--- src/rtl/i2s_pcm_receiver_if.sv ---
// PCM frame handshake bundle between the I2S receiver and its consumer.
// The receiver drives the stereo word pair and out_valid; the consumer
// answers with out_ready.
`timescale 1ns/1ps
interface i2s_pcm_receiver_if #(
   parameter int WIDTH = 16
);
   logic [WIDTH-1:0] left_data;
   logic [WIDTH-1:0] right_data;
   logic             out_valid;
   logic             out_ready;

   modport master (
      output left_data,
      output right_data,
      output out_valid,
      input  out_ready
   );

   modport slave (
      input  left_data,
      input  right_data,
      input  out_valid,
      output out_ready
   );
endinterface

--- src/rtl/i2s_pcm_receiver.sv ---
// Oversampling I2S receiver. It synchronises sck/ws/sd into clk and advances
// on each sck rising edge. Each slot is deserialised left-justified; bits
// beyond WIDTH are truncated and missing LSBs are zero-filled. Complete
// left+right pairs are handed out over a valid/ready bundle. A frame that
// arrives while the previous one is still unaccepted is dropped and flagged.
`timescale 1ns/1ps
module i2s_pcm_receiver #(
   parameter int WIDTH = 16,
   parameter int CNT_W = 6
) (
   input  logic                   clk,
   input  logic                   rst_n,
   input  logic                   sck_i,
   input  logic                   ws_i,
   input  logic                   sd_i,
   i2s_pcm_receiver_if.master     pcm,
   output logic                   short_err_o,
   output logic                   overrun_o
);

   typedef enum logic [1:0] {
      ST_UNSYNC = 2'd0,
      ST_LEFT   = 2'd1,
      ST_RIGHT  = 2'd2
   } state_e;

   localparam logic [CNT_W-1:0] WIDTH_C = CNT_W'(WIDTH);
   localparam logic [WIDTH-1:0] TOP_BIT = {1'b1, {(WIDTH-1){1'b0}}};

   // synchroniser chain: sck gets a third stage for rising-edge detection
   logic sck_s1_q, sck_s2_q, sck_s3_q;
   logic ws_s1_q, ws_s2_q;
   logic sd_s1_q, sd_s2_q;

   state_e           state_q, state_d;
   logic             ws_prev_q, ws_prev_d;
   logic [CNT_W-1:0] bitcnt_q, bitcnt_d;
   logic [WIDTH-1:0] shreg_q, shreg_d;
   logic [WIDTH-1:0] left_hold_q, left_hold_d;
   logic [WIDTH-1:0] left_data_q, left_data_d;
   logic [WIDTH-1:0] right_data_q, right_data_d;
   logic             out_valid_q, out_valid_d;
   logic             short_err_q, short_err_d;
   logic             overrun_q, overrun_d;

   logic             rise_s;
   logic             boundary_s;
   logic             append_s;
   logic             short_s;
   logic             frame_s;
   logic             load_s;
   logic [WIDTH-1:0] mask_s;
   logic [WIDTH-1:0] word_s;

   // bring the asynchronous I2S lines into the clk domain
   always_ff @(posedge clk or negedge rst_n) begin
      if (!rst_n) begin
         sck_s1_q <= 1'b0;
         sck_s2_q <= 1'b0;
         sck_s3_q <= 1'b0;
         ws_s1_q  <= 1'b0;
         ws_s2_q  <= 1'b0;
         sd_s1_q  <= 1'b0;
         sd_s2_q  <= 1'b0;
      end else begin
         sck_s1_q <= sck_i;
         sck_s2_q <= sck_s1_q;
         sck_s3_q <= sck_s2_q;
         ws_s1_q  <= ws_i;
         ws_s2_q  <= ws_s1_q;
         sd_s1_q  <= sd_i;
         sd_s2_q  <= sd_s1_q;
      end
   end

   // bit-level datapath: edge detect, append the sampled bit, slot bookkeeping
   always_comb begin
      rise_s     = sck_s2_q & ~sck_s3_q;
      boundary_s = rise_s & (ws_s2_q != ws_prev_q);
      append_s   = (bitcnt_q < WIDTH_C);
      // bit position of the next data bit, counted down from the MSB
      mask_s     = TOP_BIT >> bitcnt_q;
      if (append_s) begin
         word_s = shreg_q | (mask_s & {WIDTH{sd_s2_q}});
      end else begin
         word_s = shreg_q;
      end
      // the bit appended at the boundary brings the count to bitcnt_q + 1
      short_s    = (bitcnt_q < (WIDTH_C - CNT_W'(1)));

      shreg_d   = shreg_q;
      bitcnt_d  = bitcnt_q;
      ws_prev_d = ws_prev_q;
      if (boundary_s) begin
         shreg_d   = '0;
         bitcnt_d  = '0;
         ws_prev_d = ws_s2_q;
      end else if (rise_s && append_s) begin
         shreg_d   = word_s;
         bitcnt_d  = bitcnt_q + CNT_W'(1);
      end else begin
         shreg_d   = shreg_q;
         bitcnt_d  = bitcnt_q;
      end
   end

   // slot sequencing FSM: next state, left hold capture, frame and short flags
   always_comb begin
      state_d     = state_q;
      left_hold_d = left_hold_q;
      frame_s     = 1'b0;
      short_err_d = 1'b0;
      case (state_q)
         ST_UNSYNC: begin
            if (boundary_s && !ws_s2_q && ws_prev_q) begin
               state_d = ST_LEFT;
            end else begin
               state_d = ST_UNSYNC;
            end
         end
         ST_LEFT: begin
            if (boundary_s) begin
               short_err_d = short_s;
               if (ws_s2_q) begin
                  left_hold_d = word_s;
                  state_d     = ST_RIGHT;
               end else begin
                  state_d     = ST_LEFT;
               end
            end else begin
               state_d = ST_LEFT;
            end
         end
         ST_RIGHT: begin
            if (boundary_s) begin
               short_err_d = short_s;
               if (!ws_s2_q) begin
                  frame_s = 1'b1;
                  state_d = ST_LEFT;
               end else begin
                  state_d = ST_RIGHT;
               end
            end else begin
               state_d = ST_RIGHT;
            end
         end
         default: begin
            state_d = ST_UNSYNC;
         end
      endcase
   end

   // frame delivery: load when the output slot is free or being accepted now
   always_comb begin
      load_s       = frame_s & (~out_valid_q | pcm.out_ready);
      overrun_d    = frame_s & ~load_s;
      left_data_d  = left_data_q;
      right_data_d = right_data_q;
      out_valid_d  = out_valid_q;
      if (load_s) begin
         left_data_d  = left_hold_q;
         right_data_d = word_s;
         out_valid_d  = 1'b1;
      end else if (pcm.out_ready) begin
         out_valid_d  = 1'b0;
      end else begin
         out_valid_d  = out_valid_q;
      end
   end

   // state and output registers
   always_ff @(posedge clk or negedge rst_n) begin
      if (!rst_n) begin
         state_q      <= ST_UNSYNC;
         ws_prev_q    <= 1'b0;
         bitcnt_q     <= '0;
         shreg_q      <= '0;
         left_hold_q  <= '0;
         left_data_q  <= '0;
         right_data_q <= '0;
         out_valid_q  <= 1'b0;
         short_err_q  <= 1'b0;
         overrun_q    <= 1'b0;
      end else begin
         state_q      <= state_d;
         ws_prev_q    <= ws_prev_d;
         bitcnt_q     <= bitcnt_d;
         shreg_q      <= shreg_d;
         left_hold_q  <= left_hold_d;
         left_data_q  <= left_data_d;
         right_data_q <= right_data_d;
         out_valid_q  <= out_valid_d;
         short_err_q  <= short_err_d;
         overrun_q    <= overrun_d;
      end
   end

   assign pcm.left_data  = left_data_q;
   assign pcm.right_data = right_data_q;
   assign pcm.out_valid  = out_valid_q;
   assign short_err_o    = short_err_q;
   assign overrun_o      = overrun_q;

endmodule
--- src/flat_wrapper.sv ---
// flat-port wrapper written by rule: the top's interface ports become plain ports
module i2s_pcm_receiver_flat 
#(
   parameter int WIDTH = 16,
   parameter int CNT_W = 6
)
  (clk, rst_n, sck_i, ws_i, sd_i, short_err_o, overrun_o, pcm_left_data, pcm_right_data, pcm_out_valid, pcm_out_ready);
  i2s_pcm_receiver_if #(.WIDTH(WIDTH)) pcm_i ();
  input  logic clk;
  input  logic rst_n;
  input  logic sck_i;
  input  logic ws_i;
  input  logic sd_i;
  output logic short_err_o;
  output logic overrun_o;
  output wire logic [$bits(pcm_i.left_data)-1:0] pcm_left_data;
  output wire logic [$bits(pcm_i.right_data)-1:0] pcm_right_data;
  output wire logic [$bits(pcm_i.out_valid)-1:0] pcm_out_valid;
  input wire logic [$bits(pcm_i.out_ready)-1:0] pcm_out_ready;
  assign pcm_left_data = pcm_i.left_data;
  assign pcm_right_data = pcm_i.right_data;
  assign pcm_out_valid = pcm_i.out_valid;
  assign pcm_i.out_ready = pcm_out_ready;
  i2s_pcm_receiver #(.WIDTH(WIDTH), .CNT_W(CNT_W)) u_core (.clk(clk), .rst_n(rst_n), .sck_i(sck_i), .ws_i(ws_i), .sd_i(sd_i), .pcm(pcm_i), .short_err_o(short_err_o), .overrun_o(overrun_o));
endmodule
--- config.mk ---
export PLATFORM = sky130hd
export DESIGN_NAME = i2s_pcm_receiver_flat
export DESIGN_NICKNAME = d
export VERILOG_FILES = /design/src/rtl/i2s_pcm_receiver_if.sv /design/src/rtl/i2s_pcm_receiver.sv /design/src/flat_wrapper.sv
export SDC_FILE = /design/constraint.sdc
export NUM_CORES = 1
export LEC_CHECK = 0
export ABC_AREA = 1
export CAP_MARGIN = 20
export CORE_AREA = 5 5 100 102
export DETAILED_ROUTE_END_ITERATION = 12
export DIE_AREA = 0 0 105 107
export SYNTH_ARGS = -nofsm -noshare
export SYNTH_HDL_FRONTEND = slang
export SYNTH_SLANG_ARGS = --single-unit
--- constraint.sdc ---
create_clock -name clk -period 3.56 [get_ports clk]
set_input_delay 0.712 -clock clk [delete_from_list [all_inputs] [get_ports clk]]
set_output_delay 0.712 -clock clk [all_outputs]
set_load 0.02 [all_outputs]
==> results.md, run 1 <==
* Final-report max-slew violation count at 0
* Crit path capture type: register
* Average vias per placed instance at 4.59
* Total via count after detailed routing at 2637
* Largest vdd supply drop at 0.223 mV
* Worst R2R Path Depth at 6
* Min-Delay Path Class: in -> async
* Kind of cell adding the most delay to the critical path: simple AND/OR/NAND/NOR gates
* Number of different library cells in the post-synthesis netlist at 25
* Post CTS Setup Buffer Count at 0
* Lkg Pwr at 2.23 nW
* Slew at the pin closest to its max-slew limit at 731 ps
* Fraction of layout instances using a drive strength above 1 at 0.0950
* Level count of the clock H-tree at 3
* Worst EP required at 3850 ps
* Peak fanout along the critical path at 18
* Drt first pass iters at 4
* Hold buffers post-CTS at 0
* Non-Filler Instances at 574
* Dominant register cell in the synthesized netlist: dfrtp_1
* TritonCTS clock tree: done
* Max clock buf depth at 2
* RSZ-0062 raised after global routing: false
* Synthesized netlist net count at 428
* DP Wirelength at 4980 um
* Diodes inserted at 0
* # DRC at 0
* Post-synthesis instance total at 417
* Clock-pin slew on the worst setup and hold paths at 90 ps
* Number of failing setup endpoints in the final timing report at 0
* Weighted congestion reported at the end of routability-driven placement at 0.810
* Total wire length at 7150 um
* Kind of critical path: in -> reg
* Total global routing overflow at 0
* WP data arrival at 2390 ps
* Boundary Pins at 41
* Max-cap check violation count at 0
* Synth area leaders: dfrtp_1, nand2_1, inv_1, o21bai_1, o21ai_2
* Clock skew after layout at 9.43 ps
* Power density over the cells at 526 nW/um^2
* Effective utilization at floorplan at 0.411
* Status: completed
* Leading cell type in the layout, fill and taps excluded: nand2_1
* Clock root buffer master: clkbuf_8
* Area growth from synthesis to layout at 17.5%
* Number of cells in the design after placement at 557
* Insertion delay to the later sink of the worst-skew pair at 350 ps
* Startpoint of the worst-slack reg-to-reg timing path: u_core.state_q[0]$_DFF_PN0_
* Stage delay of the slowest cell on the critical path at 590 ps
* Width of the die at 105 um
* Maximum number of pins on one net before global-route repair at 84
* Final core occ at 0.483
* Clock sink count at 83
* Minimum setup slack among reg-to-reg paths at 1600 ps
* Total number of placement rows at 35
* Cell type contributing the most total cell area after synthesis: dfrtp_1
* Kind of start point of the critical path: input pin
* Total of warnings raised by yosys at 0
* Number of CTS-inserted buffers at 9
* FFs w/ async S/R, synth at 1.00
* First-pass GRT wire length at 12400 um
* Number of DRC markers in iteration 0 at 87
* Final nets at 469
* Area of the die at 11200 sq um
* Most frequent cells in the layout: nand2_1, dfrtp_1, inv_1
* Area share of the largest cell type after synthesis at 0.560
* RR Endpoint: u_core.pcm.left_data[12]$_DFFE_PN0P_
* Average routed wire per standard cell at 12.5 um
* Area of the core at 9020 sq um
* Critical-path cell list: clkdlybuf4s50_1, nor2_2, inv_1, nand2_2, nand2_1, nand2_1
* Synthesis-stage register bit count at 83
* Number of gates resized after cts at 0
* Ratio of final minimum period to clock period at 0.590
* Final total negative setup slack at 0 ps
* Total count of hold-check failures in the final report at 0
* Post-synthesis cell area at 3710 sq um
* Mean instance size in the synthesized netlist at 8.89 sq um
* Tightest slew margin relative to the limit at 0.512
* Global router's overall resource usage at 0.136
* Via count of the first global-routing pass at 2565
* Most numerous cell on the critical path: nand2_1
* Slowest cell on the critical path: nor2_2
* Upper clock frequency limit at 0.476 GHz
* Number of port buffers at 40
* CP Launch Point: pcm_out_ready
* Minimum period implied by the final worst setup slack at 2100 ps
* Number of enable-type register cells in the synthesized netlist at 0
* Height of the die at 107 um
* Number of routed nets with antenna violations at 0
* Number of antenna violations at the first check in global routing at 0
* Post-synthesis sequential area ratio at 0.560
* Count of buffer and inverter cells on the critical path at 2
==> stage by stage <==
step	hold slack (ps)	worst slack (ps)	area (sq um)	power (mW)
detailed placement	336	1090	4150	1.69
CTS	359	1470	4330	2.32
global placement	336	1150	4150	1.68
floorplan	331	2050	3710	1.49
finish	225	1460	4360	2.29
global route	216	1290	4360	2.44
==> synth_stat cells, types with 2 or more instances <==
cell      number
nor2_1        14
o21ai_0       10
ha_1           5
nand3_1       11
nand2_1      186
buf_2          2
a21oi_1        5
buf_6          7
nor2_4         3
o21ai_2       10
dfrtp_1       83
inv_2          3
inv_1         43
o21bai_1      20
nand4_4        2
nor2b_1        2
nor2_2         3
==> kinds of logic after synthesis <==
kind of cell / Yosys count / share of synthesized area
AND/OR/NAND/NOR: 227 / 0.265
flip-flops: 83 / 0.560
buffers and inverters: 57 / 0.0735
AO/OA/AOI/OAI: 45 / 0.0843
adder cells (fa/ha/maj): 5 / 0.0169
==> state kept, by name (all words and copies together) (netlist names) <==
signal	count
u_core.overrun_o	1
u_core.sck_s1_q	1
u_core.pcm.right_data	16
u_core.shreg_q	16
u_core.short_err_o	1
u_core.ws_s1_q	1
u_core.pcm.left_data	16
u_core.sck_s3_q	1
u_core.left_hold_q	16
u_core.sd_s1_q	1
u_core.ws_s2_q	1
u_core.ws_prev_q	1
u_core.sck_s2_q	1
u_core.pcm.out_valid	1
u_core.bitcnt_q	6
u_core.sd_s2_q	1
u_core.state_q	2
==> worst max-delay path by stage <==
stage	slack (ps)	cells past startpoint	endpoint
2_1_floorplan	2050	6	u_core.pcm.left_data[10]$_DFFE_PN0P_
3_3_place_gp	1150	6	u_core.pcm.left_data[11]$_DFFE_PN0P_
3_5_place_dp	1090	6	u_core.pcm.left_data[14]$_DFFE_PN0P_
4_1_cts	1470	6	u_core.pcm.left_data[14]$_DFFE_PN0P_
5_1_grt	1290	6	u_core.pcm.left_data[15]$_DFFE_PN0P_
6_report	1460	6	u_core.pcm.left_data[14]$_DFFE_PN0P_
==> area by class of cell <==
| cell class | instances | area, sq um |
|---|---|---|
| Multi-Input combinational cell | 277 | 1360 |
| Inverter | 46 | 173 |
| Tap cell | 111 | 139 |
| Clock buffer | 9 | 124 |
| Sequential cell | 83 | 2080 |
| Clock inverter | 7 | 60.1 |
| Timing Repair Buffer | 41 | 425 |
| Fill cell | 868 | 4660 |
==> layer usage <==
layer  GRT usage  vias to the layer above  part of all wire
met5           0                        -                 0
met4      0.0511                        0             0.016
met3      0.0343                       10             0.038
met2       0.212                       40              0.46
met1       0.182                     1226              0.48
li1            -                     1361                 -
==> worst register-to-register path, stage by stage (launching register included) <==
cell and delay [ps]:
dfrtp_1 410, inv_1 90, ha_1 230, nand4_4 280
nor2_4 640, nand2_1 150, nand2_1 100
==> power by group <==
part / internal, mW / switching [mW]
Sequential: 1.05 / 0.0869
Clock: 0.264 / 0.364
Combinational: 0.216 / 0.308
Total: 1.53 / 0.759
(Power assumes the default switching activity.)
==> run 2: changes to the inputs <==
- clock period: 3.56 -> 1.7 ns (I/O delays scaled with it)
==> run 2 against run 1 <==
Net effect: final area up 3.6%; global-route usage rose by 0.51 points; via count up 2.4%; register-to-register slack got worse by 1400 ps; clock-buffer cell count stayed put; die area unchanged; non-clock buffer count is 10 higher; combinational power grew 110%; clock power increased by 130%; sequential share of layout area is 1.7 points lower; setup slack worse by 1400 ps; first-iteration DRC count rose by 26%; critical endpoint is now pcm_right_data[5].
==> results.md, run 2 (synthesized netlist as in run 1, its figures left out) <==
* Max clock buf depth at 2 (unchanged)
* Post CTS Setup Buffer Count at 0 (unchanged)
* Most frequent cells in the layout: nand2_1, dfrtp_1, inv_1
* Area of the die at 11200 sq um (unchanged)
* Effective utilization at floorplan at 0.411 (unchanged)
* Minimum setup slack among reg-to-reg paths at 210 ps (-1390 ps)
* Status: completed
* Area growth from synthesis to layout at 21.7%
* Lkg Pwr at 2.53 nW (+14%)
* TritonCTS clock tree: done
* Count of buffer and inverter cells on the critical path at 1 (-1)
* Power density over the cells at 1100 nW/um^2 (+110%)
* RR Endpoint: u_core.pcm.left_data[14]$_DFFE_PN0P_
* Hold Path Origin: u_core.sd_s1_q$_DFF_PN0_
* Fin Hold WS at 352 ps (+126 ps)
* Total via count after detailed routing at 2699 (+2.4%)
* Final core occ at 0.500 (+0.0175)
* WHS Path Cells at 0
* Clock sink count at 83 (unchanged)
* Height of the die at 107 um (unchanged)
* Level count of the clock H-tree at 3 (unchanged)
* Average routed wire per standard cell at 12.7 um (+1.8%)
* First-pass GRT wire length at 12900 um (+4.4%)
* Leading cell type in the layout, fill and taps excluded: nand2_1
* Area of the core at 9020 sq um (unchanged)
* # DRC at 0 (unchanged)
* Upper clock frequency limit at 0.603 GHz
* Clock-pin slew on the worst setup and hold paths at 90 ps (about the same)
* Number of antenna violations at the first check in global routing at 0 (unchanged)
* Fraction of layout instances using a drive strength above 1 at 0.112 (+0.0170)
* Boundary Pins at 41 (unchanged)
* Max-cap check violation count at 0 (unchanged)
* Clock root buffer master: clkbuf_8
* Insertion delay to the later sink of the worst-skew pair at 350 ps (about the same)
* Stage delay of the slowest cell on the critical path at 610 ps (+20 ps)
* Number of port buffers at 40 (unchanged)
* Largest vdd supply drop at 0.411 mV (+84%)
* RSZ-0062 raised after global routing: false
* Kind of start point of the critical path: register
* Number of routed nets with antenna violations at 0 (unchanged)
* Worst EP required at 1360 ps (-2490 ps)
* Finished layout cell area at 4510 sq um (+3.6%)
* Total number of placement rows at 35 (unchanged)
* WP data arrival at 1320 ps (-1070 ps)
* Kind of critical path: reg -> out
* Slowest cell on the critical path: clkdlybuf4s50_1
* Peak fanout along the critical path at 2 (-16)
* Number of DRC markers in iteration 0 at 110 (+26%)
* Tightest slew margin relative to the limit at 0.749 (+0.237)
* Worst R2R Path Depth at 7 (+1)
* Filler cell count in the final layout at 893 (+2.9%)
* Maximum number of pins on one net before global-route repair at 33 (-61%)
* Diodes inserted at 0 (unchanged)
* Total count of hold-check failures in the final report at 0 (unchanged)
* Final total negative setup slack at 0 ps (unchanged)
* Number of CTS-inserted buffers at 9 (unchanged)
* Average vias per placed instance at 4.62 (+0.60%)
* Final-report max-slew violation count at 0 (unchanged)
* Final nets at 479 (+2.1%)
* Slew at the pin closest to its max-slew limit at 376 ps (-354 ps)
* Crit path capture type: primary output
* Total global routing overflow at 0 (unchanged)
* Via count of the first global-routing pass at 2634 (+2.7%)
* Minimum period implied by the final worst setup slack at 1660 ps
* Kind of cell adding the most delay to the critical path: buffers and inverters
* Startpoint of the worst-slack reg-to-reg timing path: u_core.state_q[0]$_DFF_PN0_
* Overall power consumption at 4.95 mW (+120%)
* Clock skew after layout at 15.6 ps (+6.13 ps)
* Number of failing setup endpoints in the final timing report at 0 (unchanged)
* Placed inst area at 4260 sq um (+2.7%)
* DP Wirelength at 5360 um (+7.6%)
* Drt first pass iters at 4 (unchanged)
* Hold Path End: u_core.sd_s2_q$_DFF_PN0_
* Min-Delay Path Class: reg -> reg
* Global router's overall resource usage at 0.141 (+0.00506)
* Weighted congestion reported at the end of routability-driven placement at 0.799 (-1.4%)
* Ratio of final minimum period to clock period at 0.976
* Width of the die at 105 um (unchanged)
* Total wire length at 7410 um (+3.6%)
* Critical-path cell list: clkdlybuf4s50_1
## run 2: cell types whose count changed in the layout (fill, tap and decap cells not counted), sizes merged
cell           delta
dlymetal6s2s     +16
buf               +9
dlygate4sd3       +1
clkdlybuf4s50    -16
clkinvlp          -1
bufinv            +1
## run 2: layout make-up
| class | count | area, sq um | area share |
|---|---|---|---|
| clock inverter | 7 | 82.6 | 0.0183 |
| clock buffer | 9 | 124 | 0.0274 |
| inverter | 46 | 173 | 0.0382 |
| sequential | 83 | 2080 | 0.460 |
| tap | 111 | 139 | 0.0308 |
| timing repair buffer | 51 | 561 | 0.124 |
| multi-input combinational | 277 | 1360 | 0.301 |
## run 2: worst max-delay path by stage
| stage | startpoint | end | slack, ps | cells past startpoint |
|---|---|---|---|---|
| floorplan | u_core.state_q[0]$_DFF_PN0_ | u_core.pcm.left_data[10]$_DFFE_PN0P_ | 380 | 8 |
| global placement | pcm_out_ready | u_core.pcm.left_data[8]$_DFFE_PN0P_ | 130 | 6 |
| detailed placement | pcm_out_ready | u_core.pcm.left_data[12]$_DFFE_PN0P_ | 80 | 6 |
| CTS | u_core.pcm.right_data[14]$_DFFE_PN0P_ | pcm_right_data[14] | 1 | 1 |
| global route | u_core.pcm.right_data[10]$_DFFE_PN0P_ | pcm_right_data[10] | 2 | 1 |
| finish | u_core.pcm.right_data[5]$_DFFE_PN0P_ | pcm_right_data[5] | 40 | 1 |
## run 2: where the power goes
| part | switching (mW) | total, mW | leakage, nW | internal [mW] |
|---|---|---|---|---|
| clock | 0.761 | 1.46 | 0.0984 | 0.701 |
| combinational | 0.644 | 1.10 | 1.33 | 0.459 |
| sequential | 0.178 | 2.38 | 1.10 | 2.21 |
| total | 1.58 | 4.95 | 2.53 | 3.37 |
## run 2: metal layers
layer  vias up  part of all wire  wire, um  GRT usage
met2        39              0.46      3410      0.224
met4         0             0.016       121     0.0548
li1       1383                 -         -          -
met5         -                 0         0          0
met1      1266              0.49      3640      0.192
met3        11             0.031       230     0.0241
## run 2: what timing repair did
action / CTS / global route
resized for setup: 0 / 16
hold buffers: 1 / 0
hold endpoints to repair: 24 / 0
endpoints found under the setup margin: 0 / 16
## run 2: stage by stage
step | setup WS [ps] | instances
after floorplan | 384 | 417
after detailed placement | 84.4 | 567
final | 40.6 | 584
after CTS | 1.40 | 584
after global placement | 131 | 567
after global routing | 1.57 | 584
